$ cat src/rtl/phoneme_player.sv
// Phoneme playback engine: looks up a phoneme's sample range in a table held
// in word-addressed sample memory, then streams each 32-bit word as two
// signed 16-bit PCM samples, one per sample_tick.
module phoneme_player #(
  parameter int unsigned       ADDR_W     = 23,
  parameter logic [ADDR_W-1:0] TABLE_BASE = '0
) (
  input  logic              clk,
  input  logic              reset,
  input  logic              start,
  input  logic [7:0]        phoneme_sel,
  output logic              finish,
  output logic              busy,
  input  logic              sample_tick,
  output logic [ADDR_W-1:0] mem_addr,
  output logic              mem_read,
  input  logic              mem_waitrequest,
  input  logic              mem_readdatavalid,
  input  logic [31:0]       mem_readdata,
  output logic [15:0]       audio_out,
  output logic              audio_valid
);

  typedef enum logic [2:0] {
    StIdle,
    StRdStart,
    StRdEnd,
    StFetch,
    StWaitData,
    StPlayLo,
    StPlayHi,
    StDone
  } state_e;

  state_e            state_q;
  logic [ADDR_W-1:0] first_q;
  logic [ADDR_W-1:0] last_q;
  logic [ADDR_W-1:0] cur_q;
  logic [31:0]       word_q;

  logic [ADDR_W-1:0] entry_addr;
  logic [ADDR_W-1:0] rd_word;
  logic              rd_data_ok;

  // Table entry for index n lives at TABLE_BASE + 2n; wraps at ADDR_W bits.
  assign entry_addr = TABLE_BASE + (ADDR_W'(phoneme_sel) << 1);
  assign rd_word    = mem_readdata[ADDR_W-1:0];
  // Read data only counts once the request has been accepted (mem_read low),
  // so a stale beat while a new request is still pending is ignored.
  assign rd_data_ok = !mem_read && mem_readdatavalid;

  assign busy   = (state_q != StIdle);
  assign finish = (state_q == StDone);

  // Playback FSM with registered memory and audio outputs.
  always_ff @(posedge clk) begin
    if (reset) begin
      state_q     <= StIdle;
      mem_read    <= 1'b0;
      mem_addr    <= '0;
      audio_out   <= '0;
      audio_valid <= 1'b0;
      first_q     <= '0;
      last_q      <= '0;
      cur_q       <= '0;
      word_q      <= '0;
    end else begin
      audio_valid <= 1'b0;
      // A request is held until the slave stops stalling, then dropped.
      if (mem_read && !mem_waitrequest) begin
        mem_read <= 1'b0;
      end
      unique case (state_q)
        StIdle: begin
          if (start) begin
            mem_addr <= entry_addr;
            mem_read <= 1'b1;
            state_q  <= StRdStart;
          end
        end
        StRdStart: begin
          if (rd_data_ok) begin
            first_q  <= rd_word;
            mem_addr <= mem_addr + 1'b1;
            mem_read <= 1'b1;
            state_q  <= StRdEnd;
          end
        end
        StRdEnd: begin
          if (rd_data_ok) begin
            last_q <= rd_word;
            if (first_q > rd_word) begin
              // Empty range: nothing to fetch or play.
              state_q <= StDone;
            end else begin
              cur_q    <= first_q;
              mem_addr <= first_q;
              mem_read <= 1'b1;
              state_q  <= StFetch;
            end
          end
        end
        StFetch: begin
          if (mem_read && !mem_waitrequest) begin
            state_q <= StWaitData;
          end
        end
        StWaitData: begin
          if (rd_data_ok) begin
            word_q  <= mem_readdata;
            state_q <= StPlayLo;
          end
        end
        StPlayLo: begin
          if (sample_tick) begin
            audio_out   <= word_q[15:0];
            audio_valid <= 1'b1;
            state_q     <= StPlayHi;
          end
        end
        StPlayHi: begin
          if (sample_tick) begin
            audio_out   <= word_q[31:16];
            audio_valid <= 1'b1;
            if (cur_q == last_q) begin
              state_q <= StDone;
            end else begin
              cur_q    <= cur_q + 1'b1;
              mem_addr <= cur_q + 1'b1;
              mem_read <= 1'b1;
              state_q  <= StFetch;
            end
          end
        end
        StDone: begin
          // start is deliberately not looked at here.
          state_q <= StIdle;
        end
        default: begin
          state_q <= StIdle;
        end
      endcase
    end
  end

endmodule
$ cat config.mk
export PLATFORM = sky130hd
export DESIGN_NAME = phoneme_player
export DESIGN_NICKNAME = d
export VERILOG_FILES = /design/src/rtl/phoneme_player.sv
export SDC_FILE = /design/constraint.sdc
export NUM_CORES = 1
export LEC_CHECK = 0
export ABC_AREA = 0
export ABC_CLOCK_PERIOD_IN_PS = 3000
export CAP_MARGIN = 20
export CORE_MARGIN = 2
export CORE_UTILIZATION = 30
export CTS_CLUSTER_DIAMETER = 80
export DETAILED_ROUTE_END_ITERATION = 6
export PLACE_DENSITY = 0.53
export RECOVER_POWER = 50
export SLEW_MARGIN = 20
export SYNTH_ARGS = -nofsm -noshare
export SYNTH_HDL_FRONTEND = slang
export SYNTH_SLANG_ARGS = --single-unit
$ cat constraint.sdc
create_clock -name clk -period 3 [get_ports clk]
set_clock_uncertainty 0.05 [all_clocks]
set_input_delay 0.75 -clock clk [delete_from_list [all_inputs] [get_ports clk]]
set_output_delay 0.75 -clock clk [all_outputs]
set_load 0.01 [all_outputs]
==> results of run 1 <==
## metal layers
| metal | global-route usage, % | up-vias | wire [um] |
|---|---|---|---|
| met2 | 30.36 | 187 | 12420 |
| li1 | - | 3891 | - |
| met1 | 26.34 | 3742 | 12620 |
| met4 | 6.767 | 2 | 564 |
| met3 | 3.718 | 35 | 1244 |
| met5 | 0 | - | 13 |
## layout make-up
cell class                      instances  area [um2]  area share, %
Clock inverter                         15       185.2          1.782
Timing Repair Buffer                  167        1607          15.46
Inverter                               30       112.6          1.083
Tap cell                              335       419.2          4.033
Multi-Input combinational cell        800        4742          45.62
Sequential cell                       145        2903          27.93
Clock buffer                           17       425.4          4.093
## power by group
group	internal, mW	switching (mW)	total, mW
clock network	1.13	1.04	2.17
registers	2.09	0.240	2.33
logic	1.08	1.21	2.29
total	4.30	2.49	6.79
## flip-flops by register name (all words and copies together), names as in the netlist
name / cells
last_q: 23
first_q: 23
word_q: 32
cur_q: 23
audio_valid: 1
mem_addr: 23
mem_read: 1
state_q: 3
audio_out: 16
## kinds of logic after synthesis
| family | after synthesis | share of synthesized area (%) |
|---|---|---|
| simple gates | 438 | 24.71 |
| compound gates | 280 | 22.36 |
| flops | 145 | 36.87 |
| buf+inv | 103 | 5.673 |
| xor+xnor | 52 | 5.784 |
| fa+ha+maj | 25 | 3.973 |
| mux | 5 | 0.6357 |
## critical path: cells and delay by family
kind	cells	cell delay, ns
AO/OA/AOI/OAI	3	0.52
buffers and inverters	5	0.78
adder cells (fa/ha/maj)	1	0.30
AND/OR/NAND/NOR	4	0.84
## per-stage QoR
stage          setup WS (ns)  hold slack, ns  util (%)  instances
2_1_floorplan         0.2839          0.3866         -       1048
3_3_place_gp         -0.7227          0.3940     36.50       1471
3_5_place_dp         -0.7659          0.3977     36.50       1471
4_1_cts             0.003405          0.4086     40.04       1509
5_1_grt             0.008146          0.4221     40.11       1509
6_report              0.1167          0.4062     40.11       1509
## repair_timing
item,in CTS,in global routing
pin swaps,15,10
endpoints found under the hold margin,0,0
cloned,3,0
setup buffers,3,0
setup endpoints to repair,48,30
resized for setup,52,12
## cell usage after synthesis, drive strengths merged (8+ instances only)
cell type | instances | area, um2
a21oi | 151 | 767.0
a311oi | 17 | 148.9
and3 | 10 | 68.82
buf | 18 | 127.6
clkbuf | 55 | 206.5
dfxtp | 145 | 2903
ha | 25 | 312.8
inv | 30 | 112.6
nand2 | 253 | 949.7
nand3 | 29 | 150.1
nand4 | 18 | 133.9
nor2 | 71 | 266.5
nor3 | 26 | 146.4
o21ai | 32 | 160.2
o31ai | 8 | 83.83
o32ai | 13 | 113.9
xnor2 | 27 | 236.5
xor2 | 25 | 219.0
## final timing paths
kind	to	slack, ns	cells past startpoint
setup reg to reg	mem_addr[11]	0.31	11
hold reg to reg	word_q[25]	0.41	2
hold / removal	word_q[25]	0.41	2
setup / recovery	mem_addr[11]	0.12	13
==> impl_metrics.json, run 1 <==
{
  "start_util_pct": 30.39,
  "worstPathMaxFanout": 9,
  "ant_nets": 0,
  "dpl.hpwl_um": 18700,
  "clockRootBuffer": "clkbuf_16",
  "min_period_ns": 2.883,
  "areaGrowthSynthToFinish_pct": 32.00,
  "firstDrtPassIters": 5,
  "setup_tns_ns": 0,
  "fp.dieH_um": 166.0,
  "drt-initial-drc-count": 618,
  "status": "complete, no violations",
  "hold_viol": 0,
  "hold_buffers": 0,
  "drive_above_1_share_pct": 14.14,
  "ys_types": 66,
  "gp_congestion": 0.8230,
  "synth_area_mm2": 0.007874,
  "grt_use_total_pct": 19.27,
  "antenna_cells": 0,
  "synthCells": 1048,
  "drv_cap": 0,
  "die-area_mm2": 0.02756,
  "nets": 1232,
  "cts_max_path_buffers": 2,
  "ys_seq_area_share_pct": 36.87,
  "cts.clk_slew.worst_paths_ns": 0.08,
  "grt_pass1_vias": 7404,
  "die_x_um": 166.0,
  "min_from": "word_q[25]",
  "syn_avg_cell_area_um2": 7.513,
  "cpPeakStageDelay_ns": 0.31,
  "numCtsBuffers": 17,
  "io_buffers": 88,
  "r2r-start": "first_q[4]",
  "cts.sinks": 145,
  "post-route-period-util_pct": 96.11,
  "slew_viol_final": 0,
  "ys_ff_latch": 145,
  "cts_htree_levels": 4,
  "yosysWarnings": 0,
  "ios": 89,
  "design_area_mm2": 0.01039,
  "startpoint_type": "input port",
  "worst_slew_pin_slew_ns": 0.7931,
  "critPathRequiredTime_ns": 3.32,
  "slowest_stage": "nor4_4",
  "viasPerCell": 5.207,
  "setup_viol": 0,
  "arrival_ns": 3.20,
  "rsz0062_at_grt": "false",
  "row_count": 59,
  "final_cell_mix": "251 x nand2_1, 148 x a21oi_1, 145 x dfxtp_1, 69 x nor2_1, 64 x buf_4",
  "p_leak_nw": 3.867,
  "crit_path_start": "mem_readdata[14]",
  "wl_per_cell_um": 17.80,
  "fillers": 2640,
  "async_flop_share_pct": 0,
  "drc": 0,
  "final_common_cell": "nand2_1",
  "max_freq_ghz": 0.3468,
  "worst-setup-path-type": "in -> reg",
  "core_region_area_mm2": 0.02591,
  "power_mw": 6.789,
  "yosys_most_used_dff": "dfxtp_1",
  "vias": 7857,
  "grt-ovfl-total": 0,
  "place_area_mm2": 0.009458,
  "crit_chain": "dlygate4sd2_1 -> inv_1 -> ha_1 -> nand4_1 -> nor4_4 -> buf_4 -> nand2_4 -> a211oi_4 -> o31ai_4 -> buf_12 -> buf_12 -> or2_2 -> a21oi_1",
  "cpMostUsedCell": "buf_12",
  "antenna_found_initial": 1,
  "grt_max_degree": 142,
  "cts_tree": "done",
  "synth-edff-count": 0,
  "clkLatencyLatePin_ns": 0.44,
  "routed_wl_um": 26860,
  "synth_nets": 1119,
  "worstSetupEndpointType": "flip-flop",
  "grt_pass1_wl_um": 42180,
  "ir_drop_mv": 0.2989,
  "p_per_area_mw_per_mm2": 653.2,
  "min_path_type": "reg -> reg",
  "max-slew-margin-rel_pct": 47.13
}
No activity file was read; power rests on OpenSTA's default activity.
==> inputs of run 2 (changes only) <==
Settings changed: MAX_ROUTING_LAYER set to met4.
==> run 2 against run 1 <==
Worst setup slack lost 0.0046 ns. Die area did not move. Non-clock buffer count stayed put. Total power barely moved. Combinational power about the same. Cell count about the same. Clock power barely moved. Sequential share of layout area hardly changed. Largest power group unchanged. Highest routed layer is now met4.
==> impl_metrics.json, run 2 (synthesized netlist as in run 1, its figures left out) <==
{
  "max_freq_ghz": 0.3463,
  "drt-initial-drc-count": 545,
  "row_count": 59,
  "combPwrFrac_pct": 33.7,
  "crit_buf_inv": 5,
  "startpoint_type": "input port",
  "ant_nets": 0,
  "drive_above_1_share_pct": 14.14,
  "ir_drop_mv": 0.3002,
  "min_period_ns": 2.888,
  "gp_congestion": 0.8355,
  "ios": 89,
  "numCtsBuffers": 17,
  "setup_viol": 0,
  "critPathRequiredTime_ns": 3.32,
  "power_mw": 6.788,
  "fin_cells": 1510,
  "worst_path_dominant_cell_family": "simple AND/OR/NAND/NOR gates",
  "whs_ns": 0.4064,
  "min_path_type": "reg -> reg",
  "top_register": "word_q",
  "worstPathMaxFanout": 9,
  "fillers": 2639,
  "pwr-share-clk_pct": 32.0,
  "io_buffers": 88,
  "nets": 1232,
  "worst-setup-path-type": "in -> reg",
  "antenna_found_initial": 1,
  "design_area_mm2": 0.01040,
  "hold_viol": 0,
  "final_cell_mix": "251 x nand2_1, 148 x a21oi_1, 145 x dfxtp_1, 69 x nor2_1, 64 x buf_4",
  "die_x_um": 166.0,
  "p_int_mw": 4.303,
  "p_per_area_mw_per_mm2": 653.0,
  "crit_chain": "dlygate4sd2_1 -> inv_1 -> ha_1 -> nand4_1 -> nor4_4 -> buf_4 -> nand2_4 -> a211oi_4 -> o31ai_4 -> buf_12 -> buf_12 -> or2_2 -> a21oi_1",
  "dp.cells": 1471,
  "cts.sinks": 145,
  "path_depth": 13,
  "grt_pass1_wl_um": 42230,
  "worst_slew_pin_slew_ns": 0.8022,
  "place_area_mm2": 0.009458,
  "p_sw_share_pct": 36.62,
  "post-route-period-util_pct": 96.26,
  "cpPeakStageDelay_ns": 0.31,
  "slew_viol_final": 0,
  "arrival_ns": 3.21,
  "routed_wl_um": 26940,
  "final_common_cell": "nand2_1",
  "final_core_util_pct": 40.12,
  "worstSetupEndpointType": "flip-flop",
  "grt-ovfl-total": 0,
  "clockRootBuffer": "clkbuf_16",
  "cts_max_path_buffers": 2,
  "cts.clk_slew.worst_paths_ns": 0.08,
  "cpMostUsedCell": "buf_12",
  "firstDrtPassIters": 5,
  "core_region_area_mm2": 0.02591,
  "wl_per_cell_um": 17.84,
  "status": "complete, no violations",
  "vias": 7843,
  "grt_pass1_vias": 7396,
  "largest_reg_flops": 32,
  "cts_htree_levels": 4,
  "holdPathStages": 2,
  "dpl.hpwl_um": 18700,
  "cts_tree": "done",
  "drv_cap": 0,
  "seq_power_share_pct": 34.3,
  "fp.dieH_um": 166.0,
  "grt_use_total_pct": 19.88,
  "slowest_stage": "nor4_4",
  "drc": 0,
  "areaGrowthSynthToFinish_pct": 32.04,
  "die-area_mm2": 0.02756,
  "clkLatencyLatePin_ns": 0.44,
  "viasPerCell": 5.194,
  "max-slew-margin-rel_pct": 46.52,
  "grt_max_degree": 142,
  "p_switching_mw": 2.486,
  "rsz0062_at_grt": "false",
  "p_leak_nw": 3.865,
  "r2r_cells": 11,
  "start_util_pct": 30.39
}
## run 2: cell count changes in the layout (fill, tap and decap cells not counted), sizes merged
| cell | delta |
|---|---|
| diode | +1 |
| clkdlybuf4s50 | +1 |
| dlygate4sd3 | -1 |
## run 2: cell type report
| cell class | instances | area, um2 | area share, % |
|---|---|---|---|
| diodes | 1 | 2.502 | 0.02407 |
| well taps | 335 | 419.2 | 4.032 |
| flip-flops and latches | 145 | 2903 | 27.92 |
| clock buffers | 17 | 425.4 | 4.092 |
| repair buffers | 167 | 1607 | 15.45 |
| clock inverters | 15 | 185.2 | 1.781 |
| multi-input cells | 800 | 4742 | 45.61 |
| inverters | 30 | 112.6 | 1.083 |
## run 2: path summary, 6_finish.rpt
kind | slack (ns) | startpoint | to
worst max register to register | 0.32 | first_q[4] | mem_addr[11]
worst min-delay path | 0.41 | word_q[8] | word_q[8]
worst max-delay path | 0.11 | mem_readdata[14] | mem_addr[11]
worst min register to register | 0.41 | word_q[8] | word_q[8]
## run 2: metal layers
layer / track usage (%) / vias up / wire (um)
met5: - / - / 0
li1: - / 3895 / -
met3: 3.932 / 31 / 1211
met1: 26.36 / 3737 / 12640
met4: 6.427 / 0 / 569
met2: 30.45 / 180 / 12520
## run 2: through the flow
stage,worst slack [ns],setup TNS [ns]
2_1_floorplan,0.2839,0
3_3_place_gp,-0.7227,-27.87
3_5_place_dp,-0.7659,-30.61
4_1_cts,0.003405,0
5_1_grt,0.004622,0
6_report,0.1121,0
## run 2: what timing repair did
item	CTS	global route
cloned	3	0
buffers inserted	3	0
hold endpoints to repair	0	0
setup endpoints to repair	48	25
hold buffers	0	0
pin swaps	15	9
gates resized for setup	52	12
## run 2: worst register-to-register path: cells and delay by family, from the launching register on
family,cells,cell delay (ns)
AND/OR/NAND/NOR,3,0.46
buffers and inverters,2,0.31
AO/OA/AOI/OAI,5,1.03
flip-flops,1,0.50
adder cells (fa/ha/maj),1,0.26
## run 2: power by group through the flow
stage	Clock (mW)	Sequential (mW)	Combinational, mW
finish	2.17	2.33	2.29
global route	2.31	2.36	2.47
floorplan	0	2.32	1.18
CTS	2.21	2.33	2.30
detailed placement	0	2.37	1.98
global placement	0	2.37	1.97
